File: config.mk
export PLATFORM = sky130hd
export DESIGN_NAME = uart_rx_fifo_flat
export DESIGN_NICKNAME = d
export VERILOG_FILES = /design/src/rtl/uart_pkg.sv /design/src/rtl/uart_rx_fifo_if.sv /design/src/rtl/uart_fifo_mem.sv /design/src/rtl/uart_rx_fifo.sv /design/src/flat_wrapper.sv
export SDC_FILE = /design/constraint.sdc
export NUM_CORES = 1
export LEC_CHECK = 0
export ABC_AREA = 1
export ABC_CLOCK_PERIOD_IN_PS = 5700
export CORE_AREA = 4 4 124 126
export CTS_CLUSTER_SIZE = 30
export DETAILED_ROUTE_END_ITERATION = 10
export DIE_AREA = 0 0 128 130
export SYNTH_ARGS = -nofsm -noshare
export SYNTH_HDL_FRONTEND = slang
export SYNTH_SLANG_ARGS = --single-unit
File: constraint.sdc
create_clock -name i_clk -period 5.7 [get_ports i_clk]
set_input_delay 1.14 -clock i_clk [delete_from_list [all_inputs] [get_ports i_clk]]
set_output_delay 1.14 -clock i_clk [all_outputs]
set_load 0.01 [all_outputs]
File: src/rtl/uart_pkg.sv
// ============================================================================
// Module      : uart_pkg
// Description : Shared UART constants so RX, RX FIFO and TX FIFO agree.
// Revision    : 1.0 - initial release
// ============================================================================
`default_nettype none

package uart_pkg;

    localparam int c_DATA_LENGTH      = 8;
    localparam int c_FIFO_DEPTH       = 16;
    localparam int c_FIFO_ALMOST_FULL = 12;

    // Pointer carries one extra wrap bit above the storage address.
    function automatic int fifo_ptr_width(input int depth);
        return $clog2(depth) + 1;
    endfunction

endpackage : uart_pkg

`default_nettype wire

File: src/rtl/uart_rx_fifo_if.sv
// ============================================================================
// Module      : uart_rx_fifo_if
// Description : Write/read handshake and status bundle of the RX FIFO.
// Revision    : 1.0 - initial release
// ============================================================================
`default_nettype none

interface uart_rx_fifo_if
    import uart_pkg::*;
#(
    parameter int DATA_LENGTH = c_DATA_LENGTH,
    parameter int DEPTH       = c_FIFO_DEPTH
);

    localparam int c_CNT_W = fifo_ptr_width(DEPTH);

    logic                   i_wr_en;
    logic [DATA_LENGTH-1:0] i_wr_data;
    logic                   i_rd_en;
    logic                   i_overflow_clr;
    logic [DATA_LENGTH-1:0] o_rd_data;
    logic                   o_rd_valid;
    logic                   o_empty;
    logic                   o_full;
    logic                   o_almost_full;
    logic [c_CNT_W-1:0]     o_count;
    logic                   o_overflow;

    modport master (
        output i_wr_en, i_wr_data, i_rd_en, i_overflow_clr,
        input  o_rd_data, o_rd_valid, o_empty, o_full, o_almost_full,
               o_count, o_overflow
    );

    modport slave (
        input  i_wr_en, i_wr_data, i_rd_en, i_overflow_clr,
        output o_rd_data, o_rd_valid, o_empty, o_full, o_almost_full,
               o_count, o_overflow
    );

endinterface : uart_rx_fifo_if

`default_nettype wire

File: src/rtl/uart_fifo_mem.sv
// ============================================================================
// Module      : uart_fifo_mem
// Description : Simple dual-port register array with a registered read port.
// Revision    : 1.0 - initial release
// ============================================================================
`default_nettype none

module uart_fifo_mem
    import uart_pkg::*;
#(
    parameter int DATA_LENGTH = c_DATA_LENGTH,
    parameter int DEPTH       = c_FIFO_DEPTH,
    localparam int c_AW       = $clog2(DEPTH)
) (
    input  logic                   i_clk,
    input  logic                   i_rst_n,
    input  logic                   i_wr_en,
    input  logic [c_AW-1:0]        i_wr_addr,
    input  logic [DATA_LENGTH-1:0] i_wr_data,
    input  logic                   i_rd_en,
    input  logic [c_AW-1:0]        i_rd_addr,
    output logic [DATA_LENGTH-1:0] o_rd_data
);

    logic [DATA_LENGTH-1:0] r_mem [DEPTH];
    logic [DATA_LENGTH-1:0] r_rd_data;

    // Storage is intentionally unreset.
    always_ff @(posedge i_clk) begin
        if (i_wr_en) begin
            r_mem[i_wr_addr] <= i_wr_data;
        end
    end

    // Read-before-write: a same-address write this cycle is not seen.
    always_ff @(posedge i_clk or negedge i_rst_n) begin
        if (!i_rst_n) begin
            r_rd_data <= '0;
        end else if (i_rd_en) begin
            r_rd_data <= r_mem[i_rd_addr];
        end
    end

    assign o_rd_data = r_rd_data;

endmodule : uart_fifo_mem

`default_nettype wire

File: src/rtl/uart_rx_fifo.sv
// ============================================================================
// Module      : uart_rx_fifo
// Description : Receive FIFO with occupancy, status and sticky overflow flag.
// Revision    : 1.0 - initial release
// ============================================================================
`default_nettype none

module uart_rx_fifo
    import uart_pkg::*;
#(
    parameter int DATA_LENGTH       = c_DATA_LENGTH,
    parameter int DEPTH             = c_FIFO_DEPTH,
    parameter int ALMOST_FULL_LEVEL = c_FIFO_ALMOST_FULL
) (
    input  logic           i_clk,
    input  logic           i_rst_n,
    uart_rx_fifo_if.slave  bus
);

    localparam int            c_PW      = fifo_ptr_width(DEPTH);
    localparam int            c_AW      = c_PW - 1;
    localparam logic [c_PW-1:0] c_PTR_ONE = c_PW'(1);
    localparam logic [c_PW-1:0] c_AF_LVL  = c_PW'(ALMOST_FULL_LEVEL);

    generate
        if ((DEPTH < 2) || ((DEPTH & (DEPTH - 1)) != 0) ||
            (ALMOST_FULL_LEVEL < 1) || (ALMOST_FULL_LEVEL > DEPTH)) begin : g_bad_params
            $error("uart_rx_fifo: illegal DEPTH or ALMOST_FULL_LEVEL");
        end
    endgenerate

    logic [c_PW-1:0] r_wr_ptr;
    logic [c_PW-1:0] r_rd_ptr;
    logic            r_rd_valid;
    logic            r_overflow;

    logic            w_empty;
    logic            w_full;
    logic            w_do_rd;
    logic            w_do_wr;
    logic            w_ovf_set;
    logic [c_PW-1:0] w_count;

    assign w_empty = (r_wr_ptr == r_rd_ptr);
    assign w_full  = (r_wr_ptr[c_AW-1:0] == r_rd_ptr[c_AW-1:0]) &&
                     (r_wr_ptr[c_AW] != r_rd_ptr[c_AW]);
    assign w_count = r_wr_ptr - r_rd_ptr;

    // A read while full frees the slot the same cycle, so the write still lands.
    assign w_do_rd   = bus.i_rd_en && !w_empty;
    assign w_do_wr   = bus.i_wr_en && (!w_full || bus.i_rd_en);
    assign w_ovf_set = bus.i_wr_en && w_full && !bus.i_rd_en;

    always_ff @(posedge i_clk or negedge i_rst_n) begin
        if (!i_rst_n) begin
            r_wr_ptr   <= '0;
            r_rd_ptr   <= '0;
            r_rd_valid <= 1'b0;
            r_overflow <= 1'b0;
        end else begin
            if (w_do_wr) begin
                r_wr_ptr <= r_wr_ptr + c_PTR_ONE;
            end
            if (w_do_rd) begin
                r_rd_ptr <= r_rd_ptr + c_PTR_ONE;
            end
            r_rd_valid <= w_do_rd;
            if (w_ovf_set) begin
                r_overflow <= 1'b1;
            end else if (bus.i_overflow_clr) begin
                r_overflow <= 1'b0;
            end
        end
    end

    uart_fifo_mem #(
        .DATA_LENGTH (DATA_LENGTH),
        .DEPTH       (DEPTH)
    ) u_mem (
        .i_clk     (i_clk),
        .i_rst_n   (i_rst_n),
        .i_wr_en   (w_do_wr),
        .i_wr_addr (r_wr_ptr[c_AW-1:0]),
        .i_wr_data (bus.i_wr_data),
        .i_rd_en   (w_do_rd),
        .i_rd_addr (r_rd_ptr[c_AW-1:0]),
        .o_rd_data (bus.o_rd_data)
    );

    assign bus.o_rd_valid    = r_rd_valid;
    assign bus.o_empty       = w_empty;
    assign bus.o_full        = w_full;
    assign bus.o_almost_full = (w_count >= c_AF_LVL);
    assign bus.o_count       = w_count;
    assign bus.o_overflow    = r_overflow;

endmodule : uart_rx_fifo

`default_nettype wire

File: src/flat_wrapper.sv
// flat-port wrapper written by rule: the top's interface ports become plain ports
module uart_rx_fifo_flat import uart_pkg::*;
#(
    parameter int DATA_LENGTH       = c_DATA_LENGTH,
    parameter int DEPTH             = c_FIFO_DEPTH,
    parameter int ALMOST_FULL_LEVEL = c_FIFO_ALMOST_FULL
)
  (i_clk, i_rst_n, bus_i_wr_en, bus_i_wr_data, bus_i_rd_en, bus_i_overflow_clr, bus_o_rd_data, bus_o_rd_valid, bus_o_empty, bus_o_full, bus_o_almost_full, bus_o_count, bus_o_overflow);
  uart_rx_fifo_if #(.DATA_LENGTH(DATA_LENGTH), .DEPTH(DEPTH)) bus_i ();
  input  logic i_clk;
  input  logic i_rst_n;
  input wire logic [$bits(bus_i.i_wr_en)-1:0] bus_i_wr_en;
  input wire logic [$bits(bus_i.i_wr_data)-1:0] bus_i_wr_data;
  input wire logic [$bits(bus_i.i_rd_en)-1:0] bus_i_rd_en;
  input wire logic [$bits(bus_i.i_overflow_clr)-1:0] bus_i_overflow_clr;
  output wire logic [$bits(bus_i.o_rd_data)-1:0] bus_o_rd_data;
  output wire logic [$bits(bus_i.o_rd_valid)-1:0] bus_o_rd_valid;
  output wire logic [$bits(bus_i.o_empty)-1:0] bus_o_empty;
  output wire logic [$bits(bus_i.o_full)-1:0] bus_o_full;
  output wire logic [$bits(bus_i.o_almost_full)-1:0] bus_o_almost_full;
  output wire logic [$bits(bus_i.o_count)-1:0] bus_o_count;
  output wire logic [$bits(bus_i.o_overflow)-1:0] bus_o_overflow;
  assign bus_i.i_wr_en = bus_i_wr_en;
  assign bus_i.i_wr_data = bus_i_wr_data;
  assign bus_i.i_rd_en = bus_i_rd_en;
  assign bus_i.i_overflow_clr = bus_i_overflow_clr;
  assign bus_o_rd_data = bus_i.o_rd_data;
  assign bus_o_rd_valid = bus_i.o_rd_valid;
  assign bus_o_empty = bus_i.o_empty;
  assign bus_o_full = bus_i.o_full;
  assign bus_o_almost_full = bus_i.o_almost_full;
  assign bus_o_count = bus_i.o_count;
  assign bus_o_overflow = bus_i.o_overflow;
  uart_rx_fifo #(.DATA_LENGTH(DATA_LENGTH), .DEPTH(DEPTH), .ALMOST_FULL_LEVEL(ALMOST_FULL_LEVEL)) u_core (.i_clk(i_clk), .i_rst_n(i_rst_n), .bus(bus_i));
endmodule
# Yosys cells after proc, flatten, opt, wreduce, memory -nomap -nowiden
# Memory sizes are Yosys's and may differ from the RTL's. A register that Yosys moved wholly into a read port is not among the register bits.
# Index checks and enable logic that the tools add are counted.
[totals]
regBits = 12
latch_bits = 0
mem_bits_rw = 128
mem_bits_ro = 0
input_bits = 13
output_inout_bits = 18
memories = 1
[memory_table]
columns = ["memory", "depth", "word_bits", "rd", "rd_ports_with_merged_regs", "write_ports", "line", "text"]
rows = [
  ["u_core.u_mem.r_mem", 16, 8, 1, 1, 1, "uart_fifo_mem.sv:25", "logic [DATA_LENGTH-1:0] r_mem [DEPTH];"],
]
[op_classes]
addsub = 3
n_mul = 0
n_div = 0
order_cmp = 1
eq_ne = 3
n_shift = 0
mux = 4
bitwise_logic = 0
n_reduce_logical = 11
[ops]
columns = ["operator", "count"]
rows = [
  ["$add A5 B1 Y5 const B", 2],
  ["$eq A5 B5 Y1", 1],
  ["$ge A5 B4 Y1 const B", 1],
  ["$logic_and A1 B1 Y1", 5],
  ["$sub A5 B5 Y5", 1],
  ["$eq A4 B4 Y1", 1],
  ["$logic_not A1 Y1", 4],
  ["$mux W1", 4],
  ["$reduce_bool A2 Y1", 1],
  ["$logic_or A1 B1 Y1", 1],
  ["$ne A1 B1 Y1", 1],
]

# Longest topological paths before layout
# Gate-level depths: netlist of the first run.
[logic_depth]
depth_word = 7
depth_mapped = 13
depth_no_buf = 11

# Cells and area by module
# Synthesis of the first run repeated with hierarchy kept, for this count alone.
[unflattened]
hier_cells = 596
area_unflattened_um2 = 6482.5
[by_module_without_submodules]
columns = ["mod", "instances", "cells_per_inst", "area_each_um2", "seq_area_each_um2"]
rows = [
  ["uart_fifo_mem", 1, 483, 5635.4, 4043.9],
  ["uart_rx_fifo", 1, 113, 847.1, 300.3],
]

# Least setup slack after synthesis of the first run
# No wires, ideal clock.
[synth_timing]
path_type = "reg2out"
startpoint = "register u_core.r_rd_ptr[2]"
endpoint = "output port bus_o_almost_full"
arrival_ns = 1.762
required_time_ns = 4.560
slack_ns = 2.798
stages_incl_launch_ff = 10
n_path_buf = 2
cell_sequence = "dfrtp_1 > buf_2 > inv_1 > buf_2 > ha_1 > nand2_1 > o21ai_0 > xor2_1 > nand2_1 > nand2_1"
[synth_via]
elab_chain_cells = 2
[synth_rtl]
columns = ["element", "line", "text"]
rows = [
  ["start: declaration", "uart_rx_fifo.sv:33", "logic [c_PW-1:0] r_rd_ptr;"],
  ["start signal: assignment", "uart_rx_fifo.sv:65", "r_rd_ptr <= r_rd_ptr + c_PTR_ONE;"],
  ["$sub A5 B5 Y5", "uart_rx_fifo.sv:47", "assign w_count = r_wr_ptr - r_rd_ptr;"],
  ["via bus_o_count[3]", "flat_wrapper.sv:21", "output wire logic [$bits(bus_i.o_count)-1:0] bus_o_count;"],
  ["$ge A5 B4 Y1", "uart_rx_fifo.sv:93", "assign bus.o_almost_full = (w_count >= c_AF_LVL);"],
  ["end: declaration", "flat_wrapper.sv:20", "output wire logic [$bits(bus_i.o_almost_full)-1:0] bus_o_almost_full;"],
]
# The timed path passes the listed nets, and every way through them passes these cells.

# Worst setup path after layout of the first run
[layout_timing]
startpoint = "register u_core.r_rd_ptr[1]"
endpoint = "output port bus_o_almost_full"
[layout_via]
elab_chain_cells = 2
[layout_rtl]
columns = ["element", "line"]
rows = [
  ["$sub A5 B5 Y5", "uart_rx_fifo.sv:47"],
  ["$ge A5 B4 Y1", "uart_rx_fifo.sv:93"],
]
# No other way between the ends.

==> results of run 1 <==
## cell usage in the layout, fill, tap and decap left out, drive strengths merged
master,instances
ha,9
dfrtp,20
clkdlybuf4s50,30
fa,1
nor2,35
clkinvlp,1
inv,99
nand2,181
xor2,8
edfxtp,128
o21ai,8
bufinv,2
xnor2,2
clkbuf,22
clkinv,9
buf,2
a21oi,18
nand3,93
## cell type report
cell class / count / area [um2] / area share
Multi-Input combinational cell: 355 / 1684 / 0.2235
Clock inverter: 10 / 105.1 / 0.01395
Tap cell: 184 / 230.2 / 0.03055
Inverter: 101 / 381.6 / 0.05064
Timing Repair Buffer: 32 / 315.3 / 0.04184
Sequential cell: 148 / 4345 / 0.5766
Clock buffer: 22 / 474.2 / 0.06293
## where the power goes
part,switching (mW),total (mW),internal [mW]
Combinational,0.932,1.48,0.543
Clock,0.405,1.08,0.673
Sequential,0.0956,1.43,1.33
Total,1.43,3.98,2.55
## cells by family (layout without fill, tap and decap cells)
logic type | count (synthesis) | count (layout)
buf+inv | 127 | 165
flops | 148 | 148
simple gates | 309 | 309
fa+ha+maj | 10 | 10
xor+xnor | 10 | 10
compound gates | 26 | 26
## worst max-delay path by stage
stage	from	to	slack, ps
after floorplan	u_core.r_rd_ptr[2]	bus_o_almost_full	2800
after global placement	u_core.r_rd_ptr[1]	bus_o_almost_full	2050
after detailed placement	u_core.r_rd_ptr[1]	bus_o_almost_full	2030
after CTS	u_core.r_rd_ptr[1]	bus_o_almost_full	1560
after global routing	u_core.r_rd_ptr[1]	bus_o_almost_full	1350
final	u_core.r_rd_ptr[1]	bus_o_almost_full	1600
## worst register-to-register path, stage by stage, from the launching register on
cell     delay [ps]
dfrtp_1         540
inv_2           550
ha_1            360
nand2_1         110
nor2_4           40
inv_1            80
nor2_4           40
nand2_2          70
nand2_4          80
inv_4           120
nand2_2         110
nor2_1          670
## per-layer routing
metal / up-vias / GRT usage / wire length [um]
met5: - / 0 / 0
met1: 2045 / 0.2593 / 6629
met4: 0 / 0.06492 / 229
li1: 2095 / - / -
met3: 20 / 0.04625 / 841
met2: 141 / 0.2914 / 6966
## flip-flops by register name, indices dropped and copies added (netlist names)
| signal | count |
|---|---|
| u_core.bus.o_overflow | 1 |
| u_core.bus.o_rd_valid | 1 |
| u_core.r_rd_ptr | 5 |
| u_core.r_wr_ptr | 5 |
| u_core.u_mem.o_rd_data | 8 |
| u_core.u_mem.r_mem | 128 |
## through the flow
stage | instance area, um2 | worst slack, ps | cells | utilization | power [mW]
2_1_floorplan | 6561 | 2798 | 630 | - | 2.401
3_3_place_gp | 6957 | 2055 | 820 | 0.4860 | 2.903
3_5_place_dp | 6957 | 2025 | 820 | 0.4860 | 2.926
4_1_cts | 7536 | 1560 | 852 | 0.5265 | 4.011
5_1_grt | 7536 | 1348 | 852 | 0.5265 | 4.230
6_report | 7536 | 1603 | 852 | 0.5265 | 3.983
==> impl_metrics.toml, run 1 <==
[run_status]
status = "finished, final reports clean"

[routing]
num_vias = 4301
firstDrtPassIters = 6
routedWlPerCell_um = 17.21
drc = 0
routed_wirelength_um = 14670
via_per_inst = 5.048
first_iter_violations = 446
ant_nets = 0

[critical_path]
cp.required_ps = 4560
startpoint_type = "flop"
end_kind = "primary output"
crit_top_cell = "nand2_1"
cp_cell_sequence = "inv_2 > ha_1 > nand2_1 > o21ai_0 > xor2_1 > nand2_1 > nand2_1 > clkdlybuf4s50_1"
worstReg2RegStart = "u_core.r_rd_ptr[1]"
reg2regPathDepth = 11
path_class = "reg2out"
max_stage_delay_ps = 620
cp_num_buf_inv = 2
crit_arrival_ps = 2960
worst-path-stages = 8
rrSetupSlack_ps = 2540
crit_family = "buffers and inverters"
cp_max_fo = 34
r2r_end = "u_core.u_mem.r_mem[6][5]"
crit_slowest_cell = "dfrtp_1"

[synth]
syn_avg_cell_area_um2 = 10.41
synth.top_cells.by_count = "nand2_1, edfxtp_1, inv_1"
synth_nets = 653
synth-xor-area-share = 0.01335
synth_compound_area_frac = 0.02098
synth_edf_count = 128
yosys.cell_count.top_type = "nand2_1"
synth_cells = 630
ys_seq_area_frac = 0.6621
ys_warn_count = 0
yosysTopAreaCell = "edfxtp_1"
synthMuxAreaShare = 0
ys.flop_type = "edfxtp_1"
ys_top_cells_by_area = "edfxtp_1, nand2_1, dfrtp_1"
synthesis.area_mm2 = 0.006561
synth-adder-area-share = 0.02021
synth_top_family_by_area = "simple AND/OR/NAND/NOR gates"
synth_top_area_frac = 0.5858
ys_ff_latch = 148
synth_cell_types = 23
synth-simple-area-share = 0.2021
postSynth.asyncResetShare = 0.1351

[clock_tree]
cts_tree = "built"
clk_pin_slew_ps = 60
hold_buffers = 0
post-cts-setup-buffer-count = 0
htreeDepth = 4
cts_root_buffer = "clkbuf_16"
clockBufferDepth = 2
clkLatencyLatePin_ps = 420
numCtsBuffers = 17
cts_resized = 0
clock-sinks = 148

[finish]
n_antenna_cell = 0
fillerInstances = 1269
area_growth_pct = 14.86
drive_gt1_frac = 0.07485
fin_nets = 678

[min_path]
hp-class = "reg2reg"
min_path_cells = 1
min_from = "u_core.r_rd_ptr[3]"
hold_path_end = "u_core.r_rd_ptr[3]"

[floorplanning]
design.core.area_mm2 = 0.01431
io_pins = 31
initial_utilization = 0.4584
dieHeight_um = 130
die_width_um = 128
die_area_mm2 = 0.01664
rows = 44

[sta]
slew_viol_final = 0
worstMarginPinSlew_ps = 1170
fin_worst_skew_ps = 7.256
slew_headroom = 0.2202
period_needed_ps = 4097
setup-tns-final_ps = 0
rsz0062_at_grt = "false"
max_freq_mhz = 244.1
hold_violations = 0
hold_ws_ps = 524.8
post-route-period-util = 0.7188
finalSetupViolations = 0

[grt]
grt_usage = 0.1872
grt_pass1_vias = 4129
overflow = 0
antenna_found_initial = 0
grt_max_degree = 68
grt_pass1_wl_um = 22820

[placed_design]
gp_congestion = 0.8704
hpwl_um = 9255
port_buffers = 30

[pwr]
power.leakage_nw = 3.138
power_density_mw_per_mm2 = 528.6
vdd_drop_max_uv = 316.2

[run]
max_cap_violations = 0
Note: power is estimated with default switching activity, not from simulation.
==> run 2: changes to the inputs <==
--- a/config.mk
+++ b/config.mk
@@ -6,7 +6,7 @@
 export NUM_CORES = 1
 export LEC_CHECK = 0
 export ABC_AREA = 1
-export ABC_CLOCK_PERIOD_IN_PS = 5700
+export ABC_CLOCK_PERIOD_IN_PS = 4200
 export CORE_AREA = 4 4 124 126
 export CTS_CLUSTER_SIZE = 30
 export DETAILED_ROUTE_END_ITERATION = 10
==> constraint.sdc (replaced) <==
create_clock -name i_clk -period 4.2 [get_ports i_clk]
set_input_delay 0.84 -clock i_clk [delete_from_list [all_inputs] [get_ports i_clk]]
set_output_delay 0.84 -clock i_clk [all_outputs]
set_load 0.01 [all_outputs]
==> run 2 against run 1 <==
  * Global-route usage grew 0.16 points
  * Critical endpoint unchanged
  * Register-to-register slack got worse by 1200 ps
  * Clock power increased by 48%
  * Critical path depth is the same
  * Worst setup slack worse by 1000 ps
  * Cell count increased by 0.12%
  * Sequential power increased by 35%
  * Clock skew increased by 3.7 ps
  * Wire length increased by 0.93%
  * Highest routed layer unchanged
  * Clock-buffer cell count did not move
  * Sequential share of layout area down 0.43 points
  * Non-clock buffer count grew 1
  * Largest power group unchanged
==> impl_metrics.toml, run 2 (synthesis results as in run 1) <==
[placed_design]
dpl.cell_count = 821
port_buffers = 30
gp_congestion = 0.8557
dpl_cell_area_mm2 = 0.006964
hpwl_um = 9344

[routing]
first_iter_violations = 426
firstDrtPassIters = 5
dr.max_layer_used = "met4"
routed_wirelength_um = 14800
wl_met3_um = 791
drc = 0
ant_nets = 0
num_vias = 4337
via_per_inst = 5.084
routedWlPerCell_um = 17.36
met1_length_um = 6528
wl_met2_um = 7258

[critical_path]
worst-path-stages = 8
cp_max_fo = 11
cp_num_buf_inv = 2
max_stage_delay_ps = 530
crit_slowest_cell = "clkdlybuf4s50_1"
crit_top_cell = "nand2_1"
crit_family = "buffers and inverters"
cp.required_ps = 3360
crit_arrival_ps = 2790
path_class = "reg2out"
reg2regPathDepth = 11
cp_cell_sequence = "inv_1 > ha_1 > nand2_1 > o21ai_0 > xor2_1 > nand2_1 > nand2_1 > clkdlybuf4s50_1"
end_kind = "primary output"
startpoint_type = "flop"

[finish]
n_antenna_cell = 0
final_cells = 853
fillerInstances = 1257
largest-register = "u_core.u_mem.r_mem"
regArea_mm2 = 0.004345
fin_nets = 679
multi_input_area_mm2 = 0.001684
stdcell_area_mm2 = 0.007592
final_cell_mix = "nand2_1, edfxtp_1, inv_1, nand3_1, nor2_1"
largest_register_ffs = 128
final_common_cell = "nand2_1"
area_growth_pct = 15.71
drive_gt1_frac = 0.07623
utilization = 0.5304

[pwr]
p_int_mw = 3.589
combPwrFrac = 0.363
power.leakage_nw = 3.159
vdd_drop_max_uv = 317.2
switching_power_mw = 1.964
sw_frac_of_total = 0.3537
pwr-share-clk = 0.289
finalPower_mw = 5.553
power_density_mw_per_mm2 = 731.4
seq_power_share = 0.348

[grt]
overflow = 0
grt_pass1_vias = 4193
grt_usage = 0.1888
grt_pass1_wl_um = 23030
grt_max_degree = 68
antenna_found_initial = 0

[clock_tree]
numCtsBuffers = 17
cts_tree = "built"
cts_root_buffer = "clkbuf_16"
clk_pin_slew_ps = 60
htreeDepth = 4
clockBufferDepth = 2
hold_buffers = 0
clock-sinks = 148
cts_resized = 0
post-cts-setup-buffer-count = 0
clkLatencyLatePin_ps = 430

[floorplanning]
rows = 44
initial_utilization = 0.4584
io_pins = 31
die_width_um = 128
die_area_mm2 = 0.01664
design.core.area_mm2 = 0.01431
dieHeight_um = 130

[sta]
fin_worst_skew_ps = 10.94
period_needed_ps = 3625
setup-tns-final_ps = 0
slew_headroom = 0.2463
finalSetupViolations = 0
post-route-period-util = 0.8632
worstMarginPinSlew_ps = 1129
hold_violations = 0
max_freq_mhz = 275.8
rsz0062_at_grt = "false"
slew_viol_final = 0

[run]
max_cap_violations = 0

[min_path]
hp-class = "reg2reg"
min_path_cells = 2

[run_status]
status = "finished, final reports clean"
run 2: power groups by stage:
stage          Combinational (mW)  Sequential (mW)  Clock (mW)
2_1_floorplan                1.33             1.93           0
3_3_place_gp                 2.00             1.95           0
3_5_place_dp                 2.02             1.96           0
4_1_cts                      2.03             1.93        1.62
5_1_grt                      2.23             1.95        1.69
6_report                     2.02             1.93        1.60
run 2: path summary, 6_finish.rpt:
check	startpoint	to	slack [ps]
worst max-delay path	u_core.r_rd_ptr[2]	bus_o_almost_full	570
worst min-delay path	u_core.bus.o_overflow	u_core.bus.o_overflow	540
worst max register to register	u_core.r_rd_ptr[2]	u_core.u_mem.r_mem[0][5]	1330
worst min register to register	u_core.bus.o_overflow	u_core.bus.o_overflow	540
max in group asynchronous	i_rst_n	u_core.r_rd_ptr[0]	2570
min in group asynchronous	i_rst_n	u_core.r_rd_ptr[0]	960
run 2: cell type report:
type	count	share of cell area
inverter	101	0.05026
timing repair buffer	33	0.04252
clock inverter	10	0.02027
clock buffer	22	0.06246
sequential	148	0.5723
tap	184	0.03032
multi-input combinational	355	0.2218
run 2: per-stage QoR:
step	setup WS, ps	hold WS [ps]
2_1_floorplan	1598	486.1
3_3_place_gp	1042	505.3
3_5_place_dp	1030	523.3
4_1_cts	571.8	537.1
5_1_grt	393.6	572.6
6_report	574.5	536.3
run 2: metal layers:
metal	global-route usage	up-vias
met5	0	-
met4	0.07740	0
met3	0.03766	15
met2	0.3050	113
met1	0.2522	2113
li1	-	2096
run 2: worst min-delay path, cell delays in order (launching register included):
cell and delay, ps:
dfrtp_1 370, inv_1 50, o21ai_0 70
==> run 3: changes to the inputs <==
--- a/config.mk
+++ b/config.mk
@@ -7,10 +7,10 @@
 export LEC_CHECK = 0
 export ABC_AREA = 1
 export ABC_CLOCK_PERIOD_IN_PS = 4200
-export CORE_AREA = 4 4 124 126
+export CORE_AREA = 2 2 122 124
 export CTS_CLUSTER_SIZE = 30
 export DETAILED_ROUTE_END_ITERATION = 10
-export DIE_AREA = 0 0 128 130
+export DIE_AREA = 0 0 124 126
 export SYNTH_ARGS = -nofsm -noshare
 export SYNTH_HDL_FRONTEND = slang
 export SYNTH_SLANG_ARGS = --single-unit
==> run 3 against run 2 <==
  * Critical path type unchanged
  * Worst setup slack improved by 14 ps
  * Non-clock buffer count fell by 1
  * Total power decreased by 3.9%
  * Critical endpoint unchanged
==> impl_metrics.toml, run 3 (synthesis results as in run 1) <==
[run_status]
status = "finished, final reports clean"

[grt]
antenna_found_initial = 0
grt_max_degree = 68
overflow = 0
grt_pass1_vias = 4234
grt_usage = 0.2028
grt_pass1_wl_um = 22850

[critical_path]
cp_num_buf_inv = 2
crit_arrival_ps = 2770
crit_top_cell = "nand2_1"
cp_cell_sequence = "inv_1 > ha_1 > nand2_1 > o21ai_0 > xor2_1 > nand2_1 > nand2_1 > clkdlybuf4s50_1"
crit_family = "buffers and inverters"
cp_max_fo = 11
path_class = "reg2out"
max_stage_delay_ps = 520
startpoint_type = "flop"
rrSetupSlack_ps = 1310
cp.required_ps = 3360
r2r_end = "u_core.u_mem.r_mem[9][0]"
worstReg2RegStart = "u_core.r_rd_ptr[2]"
crit_slowest_cell = "dfrtp_1"
end_kind = "primary output"
reg2regPathDepth = 11

[floorplanning]
die_width_um = 124
die_area_mm2 = 0.01562
rows = 44
dieHeight_um = 126
io_pins = 31
initial_utilization = 0.4584
design.core.area_mm2 = 0.01431

[pwr]
finalPower_mw = 5.334
power_density_mw_per_mm2 = 710.8
power.leakage_nw = 3.118
vdd_drop_max_uv = 329.8

[sta]
finalSetupViolations = 0
hold_violations = 0
rsz0062_at_grt = "false"
fin_worst_skew_ps = 6.126
setup-tns-final_ps = 0
period_needed_ps = 3611
max_freq_mhz = 276.9
setup_ws_ps = 588.6
slew_headroom = 0.2507
post-route-period-util = 0.8599
hold_ws_ps = 528.5
slew_viol_final = 0
worstMarginPinSlew_ps = 1124

[run]
max_cap_violations = 0

[finish]
final_common_cell = "nand2_1"
stdcell_area_mm2 = 0.007505
largest-register = "u_core.u_mem.r_mem"
multi_input_area_mm2 = 0.001684
largest_register_ffs = 128
drive_gt1_frac = 0.07036
regArea_mm2 = 0.004345
fillerInstances = 1288
area_growth_pct = 14.38
final_cell_mix = "nand2_1, edfxtp_1, inv_1, nand3_1, nor2_1"
fin_nets = 678
n_antenna_cell = 0

[clock_tree]
clk_pin_slew_ps = 60
post-cts-setup-buffer-count = 0
hold_buffers = 0
numCtsBuffers = 17
cts_resized = 0
cts_root_buffer = "clkbuf_16"
clock-sinks = 148
clockBufferDepth = 2
cts_tree = "built"
clkLatencyLatePin_ps = 410
htreeDepth = 4

[routing]
first_iter_violations = 324
num_vias = 4236
firstDrtPassIters = 5
ant_nets = 0
routed_wirelength_um = 14490
drc = 0
routedWlPerCell_um = 17.00
via_per_inst = 4.972

[min_path]
hold_path_end = "u_core.r_rd_ptr[3]"
hp-class = "reg2reg"
min_from = "u_core.r_rd_ptr[3]"
min_path_cells = 1

[placed_design]
dpl_cell_area_mm2 = 0.006957
port_buffers = 30
hpwl_um = 9293
gp_congestion = 0.8768
place_worst_setup_slack_ps = 1036
run 3: layer usage:
metal	track usage	up-vias	share of wire
met5	0	-	0
met4	0.07138	0	0.018
met3	0.04303	18	0.036
met2	0.3258	77	0.48
met1	0.2734	2051	0.46
li1	-	2090	-
run 3: cell type report:
class                      instances  area share
multi-input combinational        355      0.2244
tap                              184     0.03068
sequential                       148      0.5790
clock buffer                      18     0.05719
clock inverter                    14     0.01584
inverter                         101     0.05085
timing repair buffer              32     0.04201
run 3: report_power, final:
part           internal, mW  total [mW]  switching [mW]
clock network         0.856        1.42           0.560
logic                 0.735        1.99            1.25
registers              1.81        1.93           0.120
total                  3.40        5.33            1.93
run 3: how the worst max path moves through the flow:
| stage | from | end | slack, ps | cells after the start |
|---|---|---|---|---|
| after floorplan | u_core.r_rd_ptr[2] | bus_o_almost_full | 1600 | 9 |
| after global placement | u_core.r_rd_ptr[2] | bus_o_almost_full | 1080 | 8 |
| after detailed placement | u_core.r_rd_ptr[2] | bus_o_almost_full | 1040 | 8 |
| after CTS | u_core.r_rd_ptr[2] | bus_o_almost_full | 580 | 8 |
| after global routing | u_core.r_rd_ptr[2] | bus_o_almost_full | 360 | 8 |
| final | u_core.r_rd_ptr[2] | bus_o_almost_full | 590 | 8 |
run 3: stage by stage:
| step | util | instances |
|---|---|---|
| CTS | 0.5243 | 852 |
| detailed placement | 0.4860 | 820 |
| global route | 0.5243 | 852 |
| finish | 0.5243 | 852 |
| floorplan | - | 630 |
| global placement | 0.4860 | 820 |
